<file path="src/rtl/alu_seq_pkg.sv">
// Shared types for the ALU sequencing driver: opcode encoding and the driver FSM states.
// Latency: n/a (types and constants only).
// Backpressure: n/a.
package alu_seq_pkg;

    typedef logic [1:0] opcode_t;

    localparam opcode_t OP_ADD = 2'd0;
    localparam opcode_t OP_SUB = 2'd1;
    localparam opcode_t OP_AND = 2'd2;
    localparam opcode_t OP_OR  = 2'd3;

    typedef enum logic [1:0] {
        IDLE  = 2'd0,
        ISSUE = 2'd1,
        WAIT  = 2'd2,
        RESP  = 2'd3
    } state_t;

endpackage

</file>
<file path="src/rtl/alu_cmd_fifo.sv">
// Command buffer: DEPTH-entry FIFO of {op, a, b} words, head visible on pop_dat.
// Latency: a push is visible (empty deasserts) the cycle after the pushing edge.
// Backpressure: full blocks pushes; pops of an empty FIFO are ignored.
// Ports: clk, rst_n (async active-low), push/push_dat, pop/pop_dat, full, empty.
module alu_cmd_fifo #(
    parameter int DEPTH = 4,
    parameter int DW    = 18,
    localparam int AW   = (DEPTH > 1) ? $clog2(DEPTH) : 1,
    localparam int CW   = $clog2(DEPTH) + 1
) (
    input  logic          clk,
    input  logic          rst_n,
    input  logic          push,
    input  logic [DW-1:0] push_dat,
    input  logic          pop,
    output logic [DW-1:0] pop_dat,
    output logic          full,
    output logic          empty
);

    logic [DW-1:0] mem [DEPTH];
    logic [AW-1:0] wr_ptr;
    logic [AW-1:0] rd_ptr;
    logic [CW-1:0] count;
    logic          do_push;
    logic          do_pop;

    assign full    = (count == CW'(DEPTH));
    assign empty   = (count == '0);
    assign do_push = push && !full;
    assign do_pop  = pop && !empty;
    assign pop_dat = mem[rd_ptr];

    // Storage carries no reset; validity is tracked by count alone.
    always_ff @(posedge clk) begin
        if (do_push) begin
            mem[wr_ptr] <= push_dat;
        end
    end

    // DEPTH is a power of two, so pointers wrap by natural overflow.
    always_ff @(posedge clk or negedge rst_n) begin
        if (!rst_n) begin
            wr_ptr <= '0;
            rd_ptr <= '0;
            count  <= '0;
        end else begin
            if (do_push) wr_ptr <= wr_ptr + 1'b1;
            if (do_pop)  rd_ptr <= rd_ptr + 1'b1;
            unique case ({do_push, do_pop})
                2'b10:   count <= count + 1'b1;
                2'b01:   count <= count - 1'b1;
                default: count <= count;
            endcase
        end
    end

endmodule

</file>
<file path="src/rtl/alu_seq_driver.sv">
// Sequences buffered commands through an external registered ALU and returns tagged results in order.
// Latency: command accepted into an empty FIFO at edge E0 gives res_valid after E3; one result per 3 cycles when streaming.
// Backpressure: res_ready low holds the result and stalls the FSM; the FIFO then fills and drops cmd_ready.
// Ports: clk, rst_n; cmd_valid/cmd_ready/cmd_a/cmd_b/cmd_op in; alu_a/alu_b/alu_op out, alu_c in;
//        res_valid/res_ready/res_data/res_op out; busy out. Optional macro ALU_SEQ_DRIVER_CHECK_EN adds
//        output err (sticky flag set when a captured ALU result disagrees with an internal reference).
module alu_seq_driver
    import alu_seq_pkg::*;
#(
    parameter int DEPTH = 4,
    parameter int W     = 8
) (
    input  logic         clk,
    input  logic         rst_n,
    input  logic         cmd_valid,
    output logic         cmd_ready,
    input  logic [W-1:0] cmd_a,
    input  logic [W-1:0] cmd_b,
    input  logic [1:0]   cmd_op,
    output logic [W-1:0] alu_a,
    output logic [W-1:0] alu_b,
    output logic [1:0]   alu_op,
    input  logic [W-1:0] alu_c,
    output logic         res_valid,
    input  logic         res_ready,
    output logic [W-1:0] res_data,
    output logic [1:0]   res_op,
    output logic         busy
`ifdef ALU_SEQ_DRIVER_CHECK_EN
    ,
    output logic         err
`endif
);

    localparam int FW = 2 * W + 2;

    state_t        state;
    state_t        state_nxt;
    logic          pop;
    logic          fifo_full;
    logic          fifo_empty;
    logic [FW-1:0] fifo_dat;
    opcode_t       head_op;
    logic [W-1:0]  head_a;
    logic [W-1:0]  head_b;

    assign {head_op, head_a, head_b} = fifo_dat;

    alu_cmd_fifo #(
        .DEPTH (DEPTH),
        .DW    (FW)
    ) u_fifo (
        .clk      (clk),
        .rst_n    (rst_n),
        .push     (cmd_valid),
        .push_dat ({cmd_op, cmd_a, cmd_b}),
        .pop      (pop),
        .pop_dat  (fifo_dat),
        .full     (fifo_full),
        .empty    (fifo_empty)
    );

    assign cmd_ready = !fifo_full;
    assign res_valid = (state == RESP);
    assign busy      = (state != IDLE) || !fifo_empty;

    // fifo_empty comes from the registered count, so a command pushed on
    // the same edge the FSM looks at the FIFO is only popped one cycle later.
    always_comb begin
        state_nxt = state;
        pop       = 1'b0;
        unique case (state)
            IDLE: begin
                if (!fifo_empty) begin
                    pop       = 1'b1;
                    state_nxt = ISSUE;
                end
            end
            ISSUE: state_nxt = WAIT;
            WAIT:  state_nxt = RESP;
            RESP: begin
                if (res_ready) begin
                    if (!fifo_empty) begin
                        // Chain straight into the next command, no IDLE bubble.
                        pop       = 1'b1;
                        state_nxt = ISSUE;
                    end else begin
                        state_nxt = IDLE;
                    end
                end
            end
            default: state_nxt = IDLE;
        endcase
    end

    always_ff @(posedge clk or negedge rst_n) begin
        if (!rst_n) begin
            state    <= IDLE;
            alu_a    <= '0;
            alu_b    <= '0;
            alu_op   <= '0;
            res_data <= '0;
            res_op   <= '0;
        end else begin
            state <= state_nxt;
            // Operands move only on a pop so the ALU sees them held through ISSUE and WAIT.
            if (pop) begin
                alu_a  <= head_a;
                alu_b  <= head_b;
                alu_op <= head_op;
            end
            // The ALU registered the ISSUE-cycle operands, so alu_c is valid during WAIT.
            if (state == WAIT) begin
                res_data <= alu_c;
                res_op   <= alu_op;
            end
        end
    end

`ifdef ALU_SEQ_DRIVER_CHECK_EN
    logic [W-1:0] ref_c;

    always_comb begin
        ref_c = '0;
        unique case (alu_op)
            OP_ADD:  ref_c = alu_a + alu_b;
            OP_SUB:  ref_c = alu_a - alu_b;
            OP_AND:  ref_c = alu_a & alu_b;
            OP_OR:   ref_c = alu_a | alu_b;
            default: ref_c = '0;
        endcase
    end

    // Judged on the same edge that captures res_data, so err rises with the bad RESP.
    always_ff @(posedge clk or negedge rst_n) begin
        if (!rst_n) begin
            err <= 1'b0;
        end else if (state == WAIT && alu_c != ref_c) begin
            err <= 1'b1;
        end
    end
`endif

endmodule

</file>
<file path="config.mk">
export PLATFORM = sky130hd
export DESIGN_NAME = alu_seq_driver
export DESIGN_NICKNAME = d
export VERILOG_FILES = /design/src/rtl/alu_seq_pkg.sv /design/src/rtl/alu_cmd_fifo.sv /design/src/rtl/alu_seq_driver.sv
export SDC_FILE = /design/constraint.sdc
export NUM_CORES = 1
export LEC_CHECK = 0
export CORE_ASPECT_RATIO = 1.5
export CORE_UTILIZATION = 36
export DETAILED_ROUTE_END_ITERATION = 8
export GPL_ROUTABILITY_DRIVEN = 1
export HOLD_SLACK_MARGIN = 0.08
export MAX_ROUTING_LAYER = met4
export PLACE_DENSITY = 0.56
export SLEW_MARGIN = 25
export SYNTH_ARGS = -nofsm -noshare
export SYNTH_HDL_FRONTEND = slang
export SYNTH_HIERARCHICAL = 1
export SYNTH_SLANG_ARGS = --single-unit
export TNS_END_PERCENT = 100
</file>
<file path="constraint.sdc">
create_clock -name clk -period 3.6 [get_ports clk]
set_input_delay 1.08 -clock clk [delete_from_list [all_inputs] [get_ports clk]]
set_output_delay 1.08 -clock clk [all_outputs]
set_load 0.02 [all_outputs]
</file>
---- Yosys cells after proc, flatten, opt, wreduce, memory -nomap -nowiden ----
Memory sizes are Yosys's and may differ from the RTL's. A register that Yosys moved wholly into a read port is not among the register bits.
Index checks and enable logic that the tools add are counted.
storage, ports and cells
  register bits after elaboration ......... 19
  bits in writable memories ............... 72
  input bits .............................. 30
  output and inout port bits .............. 31
  logic and storage cells ................. 40
  memories kept ........................... 1
cells by class
  $add $sub $neg .......................... 4
  eq/ne operators ......................... 8
  multiplexer cells ....................... 10
  reduce and logical (&&, ||, !) cells .... 11
memory list
  memory      words  width  read ports  clocked after memory_dff  write ports  line                source
  u_fifo.mem  4      18     1           1                         1            alu_cmd_fifo.sv:21  logic [DW-1:0] mem [DEPTH];
operator list
  cell                                                                    count
  2-bit one-hot mux with 4 select lines                                   1
  2-bit equality test (second input constant)                             3
  3-bit one-hot mux with 2 select lines                                   1
  1-bit two-way mux                                                       5
  2-bit by 1-bit adder with 2-bit output (second input constant)          2
  2-bit by 1-bit equality test with 1-bit output (second input constant)  2
  2-bit two-way mux                                                       2
  2-bit nonzero test                                                      2
  3-bit by 1-bit adder with 3-bit output (second input constant)          1
  3-bit equality test (second input constant)                             1
  1-bit logical NOT                                                       3
  3-bit logical NOT                                                       1
  3-bit by 1-bit subtractor with 3-bit output (second input constant)     1
  1-bit logical AND                                                       2
  2-bit logical NOT                                                       1
  2-bit by 1-bit != test with 1-bit output (second input constant)        1
  2-bit != test (second input constant)                                   1
  1-bit one-hot mux with 2 select lines                                   1
  2-bit AND reduction                                                     1
  1-bit logical OR                                                        1

---- Logic depth before layout (Yosys ltp) ----
  depth in word-level cells ............... 7
  depth in mapped cells ................... 12
  mapped depth without buffers ............ 11

---- Modules after synthesis ----
The synthesis kept the hierarchy.
modules (own cells, without submodules)
  module          instances  cells an instance  area each (um2)  sequential area each (um2)
  alu_cmd_fifo    1          131                3037.9           2337.2
  alu_seq_driver  1          78                 1270.0           750.7

---- Least setup slack after synthesis ----
No wires, ideal clock.
  kind .................................... input to register
  start ................................... input res_ready
  end ..................................... register u_fifo.count[2]
  library setup time ...................... 0.079 ns
  data arrival time ....................... 2.814 ns
  data required time ...................... 3.521 ns
  path slack .............................. 0.707 ns
  stages on the path ...................... 10
  buffers on the path ..................... 1
  cell sequence ........................... a21oi_2 -> nor3_4 -> buf_12 -> o31a_2 -> ha_1 -> inv_1 -> fa_1 -> xor2_1 -> nor2_1 -> xor2_1
on the way
  cells in the longest elaborated chain, start to end .. 5
  elaborated cells on any way between the ends .. 7
  those cells by class .................... eq/ne: 2; mux: 3; reduce/logical: 2
RTL lines
  what                                                                                   line                  source
  start, declared                                                                        alu_seq_driver.sv:25  input logic res_ready,
  1-bit two-way mux *                                                                    alu_seq_driver.sv:82  if (res_ready) begin
  1-bit one-hot mux with 2 select lines *                                                alu_seq_driver.sv:72  unique case (state)
  net pop                                                                                alu_seq_driver.sv:39  logic pop;
  1-bit logical AND *                                                                    alu_cmd_fifo.sv:31    assign do_pop = pop && !empty;
  net u_fifo.do_pop                                                                      alu_cmd_fifo.sv:26    logic do_pop;
  2-bit by 1-bit equality test with 1-bit output or 2-bit equality test (tied branches)  alu_cmd_fifo.sv:50    unique case ({do_push, do_pop})
  3-bit one-hot mux with 2 select lines or 2-bit nonzero test (tied branches)            n/a
  end signal, assigned                                                                   alu_cmd_fifo.sv:51    2'b10: count <= count + 1'b1;
  end signal, assigned                                                                   alu_cmd_fifo.sv:52    2'b01: count <= count - 1'b1;
  end signal, assigned                                                                   alu_cmd_fifo.sv:53    default: count <= count;
  end, declared                                                                          alu_cmd_fifo.sv:24    logic [CW-1:0] count;
Mark *: on every way through the listed nets, which the timed path passes. The rest lies on a longest branch.
A chain may end at the register's enable or synchronous reset.

---- Worst setup path in the final report ----
  start ................................... register u_fifo.count[0]
  end ..................................... output busy
on the way
  cells in the longest elaborated chain, start to end .. 3
RTL lines
  what               line                  source
  3-bit logical NOT  alu_cmd_fifo.sv:29    assign empty = (count == '0);
  net fifo_empty     alu_seq_driver.sv:41  logic fifo_empty;
  1-bit logical NOT  alu_seq_driver.sv:65  assign busy = (state != IDLE) || !fifo_empty;
  1-bit logical OR   alu_seq_driver.sv:65
  end, declared      alu_seq_driver.sv:28  output logic busy
The timed path passes the listed nets, and every way through them passes these cells.

==> flow_metrics.tcl <==
set metrics [dict create \
    ant_nets 0 \
    grt_remaining_overflow 0 \
    coreArea_um2 11600 \
    max_freq_mhz 321 \
    clock_latency_ns 0.35 \
    synth.cell_area_um2 4310 \
    clk_pin_slew_ns 0.07 \
    holdPathStages 1 \
    drive_above_1_share 0.267 \
    post-cts-setup-buffer-count 0 \
    maximum_number_of_pins_on_one_net_before_global_route_repair 38 \
    port_buffers 60 \
    synth_top_area_frac 0.502 \
    n_antenna_cell 0 \
    setup_viol 0 \
    synth_warnings 6 \
    grt_antenna_before_repair 0 \
    cts.sinks 109 \
    floorplan.initialDensity 0.372 \
    detailroute.via_count 2005 \
    fin_skew_ns 0.00593 \
    area.sequential_um2 3090 \
    cts_hold_buf 0 \
    setup.worst_path.start_class "flip-flop" \
    worstSetupStartpoint "u_fifo/count[0]" \
    arrival_time_at_the_worst_endpoint_ns 2.04 \
    leakage_nw 1.94 \
    timing.hold.worst.start "state[0]" \
    num-nets-final 316 \
    rr_startpoint "state[0]" \
    synth_fp_nets 249 \
    cts_made_buffers 9 \
    run_status "complete, no violations" \
    number_of_global_route_vias_before_repair 2121 \
    synth_commonest_cells "edfxtp_1, dfrtp_1, mux2_2" \
    post-route-cell-area_um2 5340 \
    dieWidth_um 91.3 \
    gp_congestion 0.671 \
    post-dp-hpwl_um 4440 \
    power_density_over_the_cells_nw_per_um2 889 \
    hold_violations 0 \
    synth_most_common_cell "edfxtp_1" \
    ys_seq_area_frac 0.717 \
    timing.hold.ws_ns 0.498 \
    ctsHtreeMaxLevel 3 \
    placementRows 48 \
    grt_setup_unrepaired "no" \
    fp.dieH_um 136 \
    minimum_clock_period_ns 3.12 \
    ys_top_cells_by_area "edfxtp_1, dfrtp_1, mux4_2" \
    clockRootBuffer "clkbuf_16" \
    top_level_ports 61 \
    setup_tns_ns 0 \
    synthesis.instances 209 \
    max_cap_viol_count 0 \
    synthDominantAreaCellType "edfxtp_1" \
    drt_first_pass_iters 4 \
    floorplan.die_area_um2 12400 \
    gr-usage-all-layers 0.134 \
    average_via_count_per_standard_cell 4.65 \
    max_slew_margin 0.361 \
    ir_worst_vdd_mv 0.314 \
    synth_edf_count 72 \
    cts_tree "done" \
    yosys.cell_types.count 26 \
    crit_type "flip-flop to output port" \
    end_kind "output port" \
    rr_worst_depth 10 \
    timing.critical_path.required_ns 2.52 \
    ys_ff_latch 109 \
    critPathMaxFanout 5 \
    report.power.total_mw 4.74 \
    routedWlPerCell_um 16.6 \
    final_cycle_utilization_of_the_critical_path 0.866 \
    finalWirelength_um 7160 \
    report.final.slew_viol_count 0 \
    multi_input_comb_area_um2 1130 \
    detailed_place.area_um2 5050 \
    tightestPinTransition_ns 0.959 \
    syn_to_layout_area_delta_pct 23.9 \
    clk_path_buf_depth 2 \
    drt-initial-drc-count 121 \
    finish.utilization 0.461 \
    remaining_drc_errors 0 \
    fraction_of_synthesis_flops_using_an_asynchronous_set_or_reset_pin 0.339 \
    cts_repair_resize_count 0 \
    worstHoldPathType "flip-flop to flip-flop" \
    fillCellCount 997 \
    avgSynthCellArea_um2 20.6 \
    grt_first_pass_wirelength_um 11600 \
    yosys_most_used_dff "edfxtp_1" \
]
layout by cell type, fill, tap and decap left out, drive strengths merged:
cell,count
fa,1
nor3b,1
o31a,1
nand2,3
a41o,1
mux2,30
nor3,2
dfrtp,37
inv,14
nor2,2
a21oi,1
clkdlybuf4s50,59
edfxtp,72
mux2i,1
xnor2,3
clkbuf,10
or2b,2
nor2b,1
buf,3
o31ai,1
clkinv,1
xor2,3
mux4,18
and2,4
ha,9
clkinvlp,1
area by class of cell:
type / count / share of cell area
clock buffer: 10 / 0.0429
clock inverter: 6 / 0.0101
inverter: 10 / 0.00703
multi-input combinational: 84 / 0.212
sequential: 109 / 0.578
tap: 150 / 0.0352
timing repair buffer: 62 / 0.115
layer usage:
| layer | track usage | part of all wire |
|---|---|---|
| met5 | - | 0 |
| met4 | 0.0635 | 0.020 |
| met3 | 0.0313 | 0.034 |
| met2 | 0.222 | 0.53 |
| met1 | 0.155 | 0.41 |
path summary, 6_finish.rpt:
check	to	slack (ns)
min in group asynchronous	alu_b[0]	0.70
setup reg to reg	u_fifo/count[2]	1.31
max in group asynchronous	res_data[3]	2.54
hold / removal	state[0]	0.50
setup / recovery	busy	0.48
hold reg to reg	state[0]	0.50
worst max-delay path: stages, from the launching register on:
cell and delay, ns:
dfrtp_1 0.47, nor3_1 0.48, nand2_1 0.17, clkdlybuf4s50_1 0.58
where the power goes:
group / internal (mW) / total (mW) / switching, mW
logic: 1.01 / 1.84 / 0.830
clock network: 0.483 / 0.939 / 0.455
registers: 1.75 / 1.96 / 0.218
sequential cells by signal (all words and copies together) (netlist names):
| name | count |
|---|---|
| u_fifo/mem | 72 |
| alu_a | 8 |
| alu_b | 8 |
| res_data | 8 |
| u_fifo/count | 3 |
| alu_op | 2 |
| res_op | 2 |
| state | 2 |
| u_fifo/rd_ptr | 2 |
| u_fifo/wr_ptr | 2 |
metrics by stage:
| stage | instances | setup WS [ns] |
|---|---|---|
| floorplan | 209 | 0.707 |
| global placement | 415 | 0.564 |
| detailed placement | 415 | 0.518 |
| CTS | 431 | 0.455 |
| global route | 431 | 0.327 |
| finish | 431 | 0.481 |
logic make-up after synthesis:
logic type               after synthesis  share of synthesized area
XOR/XNOR                               6                     0.0122
AND/OR/NAND/NOR                       15                     0.0273
AO/OA/AOI/OAI                          4                    0.00842
adder cells (fa/ha/maj)               10                     0.0308
buffers and inverters                 16                     0.0209
flip-flops                           109                      0.717
multiplexers                          49                      0.184
Note: power is estimated with default switching activity, not from simulation.
